<file path="src/rtl/redmule_x_feeder.sv">
// X operand feeder: takes stream words through a 2-entry FIFO, zero-masks the
// unused lanes of the leftover K-block, and writes rows into the X buffer tile by tile.
module redmule_x_feeder #(
  parameter int unsigned DW    = 288,
  parameter int unsigned BITW  = 16,  // FP16 element width
  parameter int unsigned Width = 12
) (
  input  logic                         clk_i,
  input  logic                         rst_ni,
  input  logic                         clear_i,
  input  logic                         start_i,
  input  logic [$clog2(Width):0]       cfg_width_i,
  input  logic [15:0]                  cfg_tiles_i,
  input  logic [$clog2(DW/BITW):0]     cfg_last_elems_i,
  input  logic                         s_valid_i,
  output logic                         s_ready_o,
  input  logic [DW-1:0]                s_data_i,
  output logic                         load_o,
  output logic [DW-1:0]                wdata_o,
  input  logic                         full_i,
  output logic                         rst_w_index_o,
  output logic                         busy_o,
  output logic                         done_o
);

  localparam int unsigned E  = DW / BITW;
  localparam int unsigned CW = $clog2(Width) + 1;
  localparam int unsigned LW = $clog2(E) + 1;

  typedef enum logic [1:0] {StIdle, StLoad, StWaitFull, StDone} state_e;

  state_e          state_q, state_d;
  logic [CW-1:0]   width_q, width_d;
  logic [CW-1:0]   row_cnt_q, row_cnt_d;
  logic [15:0]     tiles_q, tiles_d;
  logic [15:0]     tile_cnt_q, tile_cnt_d;
  logic [LW-1:0]   last_q, last_d;
  logic            done_zero_q, done_zero_d;  // done pulse for a zero-tile job
  logic [DW-1:0]   wdata_q;

  logic [DW-1:0]   mem_q [2];
  logic            wr_ptr_q, wr_ptr_d;
  logic            rd_ptr_q, rd_ptr_d;
  logic [1:0]      cnt_q, cnt_d;

  logic            push;
  logic            is_last_tile;
  logic            mask_en;
  logic [DW-1:0]   head_masked;

  assign is_last_tile = (tile_cnt_q == (tiles_q - 16'd1));
  assign mask_en      = is_last_tile && (last_q != '0) && (last_q < LW'(E));

  // Handshake and control outputs; clear_i suppresses every event of its cycle.
  assign s_ready_o     = (cnt_q != 2'd2) && (state_q != StIdle) && !clear_i;
  assign push          = s_valid_i && s_ready_o;
  assign load_o        = (state_q == StLoad) && (cnt_q != 2'd0) && (row_cnt_q < width_q) &&
                         !clear_i;
  assign rst_w_index_o = (state_q == StWaitFull) && full_i && !clear_i;
  assign done_o        = ((state_q == StDone) || done_zero_q) && !clear_i;
  assign busy_o        = (state_q != StIdle);
  assign wdata_o       = load_o ? head_masked : wdata_q;

  // FIFO head with lanes at or above last_elems zeroed in the last tile.
  always_comb begin
    head_masked = mem_q[rd_ptr_q];
    for (int unsigned i = 0; i < E; i++) begin
      if (mask_en && (LW'(i) >= last_q)) begin
        head_masked[i*BITW +: BITW] = '0;
      end
    end
  end

  // Next-state logic for the FSM, counters and FIFO pointers.
  always_comb begin
    state_d     = state_q;
    width_d     = width_q;
    row_cnt_d   = row_cnt_q;
    tiles_d     = tiles_q;
    tile_cnt_d  = tile_cnt_q;
    last_d      = last_q;
    done_zero_d = 1'b0;
    wr_ptr_d    = push ? ~wr_ptr_q : wr_ptr_q;
    rd_ptr_d    = load_o ? ~rd_ptr_q : rd_ptr_q;
    cnt_d       = cnt_q + {1'b0, push} - {1'b0, load_o};

    unique case (state_q)
      StIdle: begin
        if (start_i) begin
          width_d    = cfg_width_i;
          tiles_d    = cfg_tiles_i;
          last_d     = cfg_last_elems_i;
          row_cnt_d  = '0;
          tile_cnt_d = '0;
          if (cfg_tiles_i == 16'd0) begin
            done_zero_d = 1'b1;
          end else begin
            state_d = StLoad;
          end
        end
      end
      StLoad: begin
        if (load_o) begin
          row_cnt_d = row_cnt_q + CW'(1);
          if (row_cnt_d >= width_q) begin
            state_d = StWaitFull;
          end
        end
      end
      StWaitFull: begin
        if (full_i) begin
          row_cnt_d = '0;
          if (is_last_tile) begin
            state_d = StDone;
          end else begin
            tile_cnt_d = tile_cnt_q + 16'd1;
            state_d    = StLoad;
          end
        end
      end
      StDone: begin
        // Leftover words are dropped on the way back to idle.
        state_d  = StIdle;
        wr_ptr_d = 1'b0;
        rd_ptr_d = 1'b0;
        cnt_d    = 2'd0;
      end
      default: state_d = StIdle;
    endcase

    if (clear_i) begin
      state_d     = StIdle;
      width_d     = '0;
      row_cnt_d   = '0;
      tiles_d     = '0;
      tile_cnt_d  = '0;
      last_d      = '0;
      done_zero_d = 1'b0;
      wr_ptr_d    = 1'b0;
      rd_ptr_d    = 1'b0;
      cnt_d       = 2'd0;
    end
  end

  // State, counter and FIFO registers.
  always_ff @(posedge clk_i or negedge rst_ni) begin
    if (!rst_ni) begin
      state_q     <= StIdle;
      width_q     <= '0;
      row_cnt_q   <= '0;
      tiles_q     <= '0;
      tile_cnt_q  <= '0;
      last_q      <= '0;
      done_zero_q <= 1'b0;
      wr_ptr_q    <= 1'b0;
      rd_ptr_q    <= 1'b0;
      cnt_q       <= 2'd0;
      wdata_q     <= '0;
      mem_q[0]    <= '0;
      mem_q[1]    <= '0;
    end else begin
      state_q     <= state_d;
      width_q     <= width_d;
      row_cnt_q   <= row_cnt_d;
      tiles_q     <= tiles_d;
      tile_cnt_q  <= tile_cnt_d;
      last_q      <= last_d;
      done_zero_q <= done_zero_d;
      wr_ptr_q    <= wr_ptr_d;
      rd_ptr_q    <= rd_ptr_d;
      cnt_q       <= cnt_d;
      wdata_q     <= clear_i ? '0 : wdata_o;
      if (push) begin
        mem_q[wr_ptr_q] <= s_data_i;
      end
    end
  end

endmodule

</file>
<file path="config.mk">
export PLATFORM = sky130hd
export DESIGN_NAME = redmule_x_feeder
export DESIGN_NICKNAME = d
export VERILOG_FILES = /design/src/rtl/redmule_x_feeder.sv
export SDC_FILE = /design/constraint.sdc
export NUM_CORES = 2
export LEC_CHECK = 0
export CORE_AREA = 5 5 369 263
export CTS_BUF_LIST = sky130_fd_sc_hd__clkbuf_4 sky130_fd_sc_hd__clkbuf_8 sky130_fd_sc_hd__clkbuf_16
export CTS_CLUSTER_DIAMETER = 80
export DETAILED_ROUTE_END_ITERATION = 10
export DIE_AREA = 0 0 374 268
export PLACE_DENSITY = 0.7
export SLEW_MARGIN = 25
export SYNTH_ARGS = -nofsm -noshare
export SYNTH_HDL_FRONTEND = slang
export SYNTH_SLANG_ARGS = --single-unit
</file>
<file path="constraint.sdc">
create_clock -name clk_i -period 9 [get_ports clk_i]
set_input_delay 0.9 -clock clk_i [delete_from_list [all_inputs] [get_ports clk_i]]
set_output_delay 0.9 -clock clk_i [all_outputs]
set_load 0.02 [all_outputs]
</file>
# Word level (Yosys, flattened, before mapping)
# Index checks and enable logic that the tools add are counted.
[totals] register_bits=919 inputBits=321 output_inout_bits=293 word_cells=169
[op_classes] n_addsub=5 order_cmp=24 n_eq_ne=11 muxes=65 n_bitwise=4 reduce_logical=47
[op_table] cell="$mux 288" count=6
[op_table] cell="$bwmux 576" count=1
[op_table] cell="$mux 16" count=25
[op_table] cell="$demux 288 s1" count=1
[op_table] cell="$ge 4x6->1 const A" count=8
[op_table] cell="$mux 5" count=7
[op_table] cell="$pmux 16 s2" count=1
[op_table] cell="$logic_and 1x1->1" count=30
[op_table] cell="$ge 3x6->1 const A" count=4
[op_table] cell="$mux 2" count=9
[op_table] cell="$mux 6" count=3
[op_table] cell="$add 16x1->16 const B" count=1
[op_table] cell="$eq 16x16->1" count=1
[op_table] cell="$logic_not 16->1" count=1
[op_table] cell="$sub 16x1->16 const B" count=1
[op_table] cell="$ne 3x3->1 const B" count=5
[op_table] cell="$pmux 5 s3" count=1
[op_table] cell="$ge 1x6->1 const A" count=2
[op_table] cell="$ge 2x6->1 const A" count=2
[op_table] cell="$ge 5x6->1 const A" count=2
[op_table] cell="$mux 1" count=10
[op_table] cell="$reduce_bool 3->1" count=3
[op_table] cell="$pmux 2 s4" count=1
[op_table] cell="$reduce_and 4->1" count=2
[op_table] cell="other kinds (22)" count=29

# Depth between registers and ports, before layout
[logic_depth] ltp_word=8 depth_mapped=18 ltp_nobuf=14

# Least setup slack after synthesis
# OpenSTA, ideal clock, no wires.
[synth_timing] path_type="register -> output" start="register row_cnt_q[1]" end="output wdata_o[10]" arrival_time_ns=3.610 required_time_ns=8.100 slack_ns=4.490 path_stages_with_launch=13 path_buffers=4 path_cell_list="dfrtp_1 -> ha_1 -> nor2b_1 -> o21a_1 -> o21a_1 -> o21ai_0 -> nand3_1 -> inv_2 -> buf_2 -> clkbuf_1 -> buf_2 -> clkbuf_1 -> a21oi_1"
[synth_via] elab_chain_cells=4
[synth_rtl] item="from (decl)" line_no="34" rtl="logic [CW-1:0] row_cnt_q, row_cnt_d;"
[synth_rtl] item="from (signal assigned)" line_no="164" rtl="row_cnt_q <= row_cnt_d;"
[synth_rtl] item="$lt 5x5->1" line_no="57" rtl="assign load_o = (state_q == StLoad) && (cnt_q != 2'd0) && (row_cnt_q < width_q) &&"
[synth_rtl] item="$logic_and 1x1->1 (2 in series)" line_no="57"
[synth_rtl] item="via load_o" line_no="18" rtl="output logic load_o,"
[synth_rtl] item="$mux 288" line_no="62" rtl="assign wdata_o = load_o ? head_masked : wdata_q;"
[synth_rtl] item="to (decl)" line_no="19" rtl="output logic [DW-1:0] wdata_o,"
# The timed path passes the listed nets, and every way through them passes these cells.

# Final worst setup path
[layout_timing] start="register width_q[1]" end="output wdata_o[117]"
[layout_via] elab_chain_cells=4
[layout_rtl] item="from (decl)" line_no="33" rtl="logic [CW-1:0] width_q, width_d;"
[layout_rtl] item="from (signal assigned)" line_no="163" rtl="width_q <= width_d;"
[layout_rtl] item="$lt 5x5->1" line_no="57"
[layout_rtl] item="$logic_and 1x1->1 (2 in series)" line_no="57"
[layout_rtl] item="$mux 288" line_no="62"
# No other way between the ends.

==> summary.txt <==
Finish
  – Commonest cells after routing, fill and taps aside: nand2_1 (1202), dfrtp_1 (918), clkdlybuf4s50_1 (611)
  – Most common library cell in the layout ignoring fill and taps: nand2_1
  – Fraction of layout cells with a size suffix above 1: 15.1%
  – Non-filler instance count after layout: 5846
  – Area growth, synth to finish: 25.1%
  – Final #Nets: 4844
  – Filler Cell Count: 8028
  – Final Cell Area: 51900 um2

Status
  – Result of the run: finished, final reports clean

Worst setup path
  – Critical Path Source Type: register
  – CP max FO: 89
  – CP endpoint kind: output pin
  – CP arrival: 6.38 ns
  – Data required, critical path: 8.10 ns
  – Family with the most delay on the worst path: buffers and inverters
  – Critical Setup Path Class: reg -> out
  – Crit-path slowest cell: nand3_4
  – Sum of buffers and inverters on the critical path: 5
  – Critical Path, Cell by Cell: inv_1 > ha_1 > nor2b_1 > o21a_1 > o21a_1 > o21ai_0 > nand3_4 > inv_8 > buf_4 > o31ai_4 > buf_4 > o21ai_0 > clkdlybuf4s50_1
  – Maximum cell stage delay along the critical path: 0.87 ns

Drt
  – Total detailed-routing wirelength: 121000 um
  – Detailed Route Iter0 Violations: 2638
  – WL/cell: 20.7 um
  – DRC violation count after routing: 0
  – Remaining antenna violation count after routing: 0
  – TritonRoute pass-1 iters: 5
  – Detailed-route vias per instance: 5.33
  – Routed vias: 31141

Clock tree
  – CTS-repair resized insts: 0
  – Clock latency of the later-clocked register in the worst-skew pair: 0.65 ns
  – Number of H-tree levels: 3
  – Clk slew on worst S/H paths: 0.06 ns
  – TritonCTS clock tree: yes
  – Post-CTS Setup Repair Bufs: 0
  – Hold-fix buffer count after cts: 0
  – Maximum root-to-sink buffer count: 3
  – Number of clock sinks: 919
  – Num CTS Buffers: 91
  – Clock Root Buffer: clkbuf_16

Placement
  – PortBufs: 613
  – Placed Cells: 5661
  – Pre-CTS setup slack: 2.41 ns
  – Detail Placement HPWL: 78200 um
  – Post-placement cell area: 48700 um2
  – Gpl congestion: 0.890

Synthesis
  – Area leader, netlist: dfrtp_1
  – Ys async rst share: 100%
  – Number of flops mapped to enable cells by yosys: 0
  – Post-synth top flop: dfrtp_1
  – Netlist Area Pre-Place: 41500 um2
  – Post-Syn Instances: 4035
  – Fraction of the yosys area taken by sequential cells: 55.4%
  – Number of nets produced by synthesis: 4371
  – Largest cells by area after synthesis: dfrtp_1 (55%), mux2_2 (12%), nand2_1 (11%)
  – Unique masters post-synth: 66
  – Mapped Avg Cell Area: 10.3 um2
  – Synth warnings: 0
  – Yosys top cell area share: 55.4%
  – Count of state elements after synthesis: 919

STA
  – Hold_ws: 0.304 ns
  – Max Clk Rate: 137 MHz
  – Max-slew headroom: 15.9%
  – Final setup violation count: 0
  – Pin slew with the least headroom to its limit: 1.26 ns
  – Final count of pins violating max slew: 0
  – Least setup slack across all paths after layout: 1.72 ns
  – Total Negative Setup Slacks: 0 ns
  – Share of the clock period used by the worst path: 80.9%
  – RSZ-0062 raised after global routing: false
  – Time the final worst path needs with I/O delays and setup: 7.28 ns
  – Endpoints failing hold: 0
  – Clock Skews: 0.0256 ns

Floorplan
  – # IOs: 614
  – Number of standard-cell rows in the floorplan: 94
  – Die Area: 100000 um2
  – Placeable core region: 93000 um2
  – Die outline width: 374 um
  – Starting density of the core: 44.6%
  – Vertical die dimension: 268 um

Global routing
  – Antenna violations before repair: 36
  – Pin count of the biggest net entering global routing: 150
  – GRT Residual Overflow: 0
  – Global router's overall resource usage: 23.6%
  – Via count of the first global-routing pass: 31373
  – Global-route wire length before repair: 189000 um

Power and ir drop
  – Power density over the cells: 255 nW/um2
  – Static Leakage: 23.7 nW
  – Largest vdd supply drop: 0.158 mV

Job
  – Max-cap viol count: 0

Worst hold path
  – Hold Crit Class: in -> async
==> synth_stat cells (5+ instances only) <==
cell type	number
a211oi_1	17
a21oi_1	49
a31oi_1	9
a32o_1	22
and3_1	7
buf_1	12
buf_2	41
clkbuf_1	223
dfrtp_1	919
ha_1	15
inv_1	17
mux2_2	449
mux2i_1	277
nand2_1	1202
nand2b_1	5
nand3_1	41
nor2_1	231
nor2b_1	6
nor3_1	121
nor4_1	14
nor4_4	6
o21a_1	6
o21ai_0	237
o31ai_1	6
or3_1	7
xnor2_1	12
xor2_1	12
==> cell type report <==
type                            instances  area [um2]  area share (%)
Tap cell                             1248        1560            3.01
Sequential cell                       919       23000            44.3
Clock inverter                         20         348           0.670
Timing Repair Buffer                  662        6640            12.8
Clock buffer                          137        2800            5.40
Antenna cell                           26        65.1           0.125
Inverter                               19        78.8           0.152
Multi-Input combinational cell       2815       17400            33.6
==> per-layer routing <==
layer	vias up	global-route usage (%)	part of all wire [%]
li1	14522	-	-
met1	15485	33.4	45
met2	897	35.7	45
met3	213	6.34	7.3
met4	24	7.80	2.9
met5	-	0	0.13
==> registers in the layout (all words and copies together) (netlist names) <==
name and count:
rd_ptr_q 1, row_cnt_q 5, tile_cnt_q 16, tiles_q 16, width_q 5, done_zero_q 1, wr_ptr_q 1, cnt_q 2
last_q 6, mem_q 576, state_q 2, wdata_q 288
==> path summary, 6_finish.rpt <==
kind                                        start                      to  slack, ns  cells after the start
setup / recovery           width_q[1]$_DFFE_PN0P_            wdata_o[117]       1.72                     13
hold / removal                             rst_ni  mem_q[556]$_DFFE_PN0P_       0.30                      1
setup reg to reg           width_q[1]$_DFFE_PN0P_   wdata_q[86]$_DFF_PN0_       3.44                     11
hold reg to reg            mem_q[355]$_DFFE_PN0P_  mem_q[355]$_DFFE_PN0P_       0.47                      2
max in group asynchronous                  rst_ni  mem_q[471]$_DFFE_PN0P_       6.34                      3
min in group clk_i         mem_q[355]$_DFFE_PN0P_  mem_q[355]$_DFFE_PN0P_       0.47                      2
==> per-stage QoR <==
step                      util [%]  power (mW)
after global routing          55.8        14.0
after floorplan                  -        8.17
after detailed placement      52.3        9.30
final                         55.8        13.2
after global placement        52.3        9.15
after CTS                     55.7        13.3
==> kinds of logic after synthesis <==
logic type / count (synthesis) / synth area share (%)
AND/OR/NAND/NOR: 1669 / 16.4
XOR/XNOR: 25 / 0.561
multiplexers: 726 / 18.9
AO/OA/AOI/OAI: 380 / 5.39
adder cells (fa/ha/maj): 15 / 0.452
buffers and inverters: 301 / 2.93
flip-flops: 919 / 55.4
==> power by group <==
group | total [mW] | switching, mW | internal, mW
registers | 6.16 | 0.698 | 5.47
logic | 3.07 | 1.56 | 1.52
clock network | 3.99 | 1.66 | 2.33
Note: power is estimated with default switching activity, not from simulation.
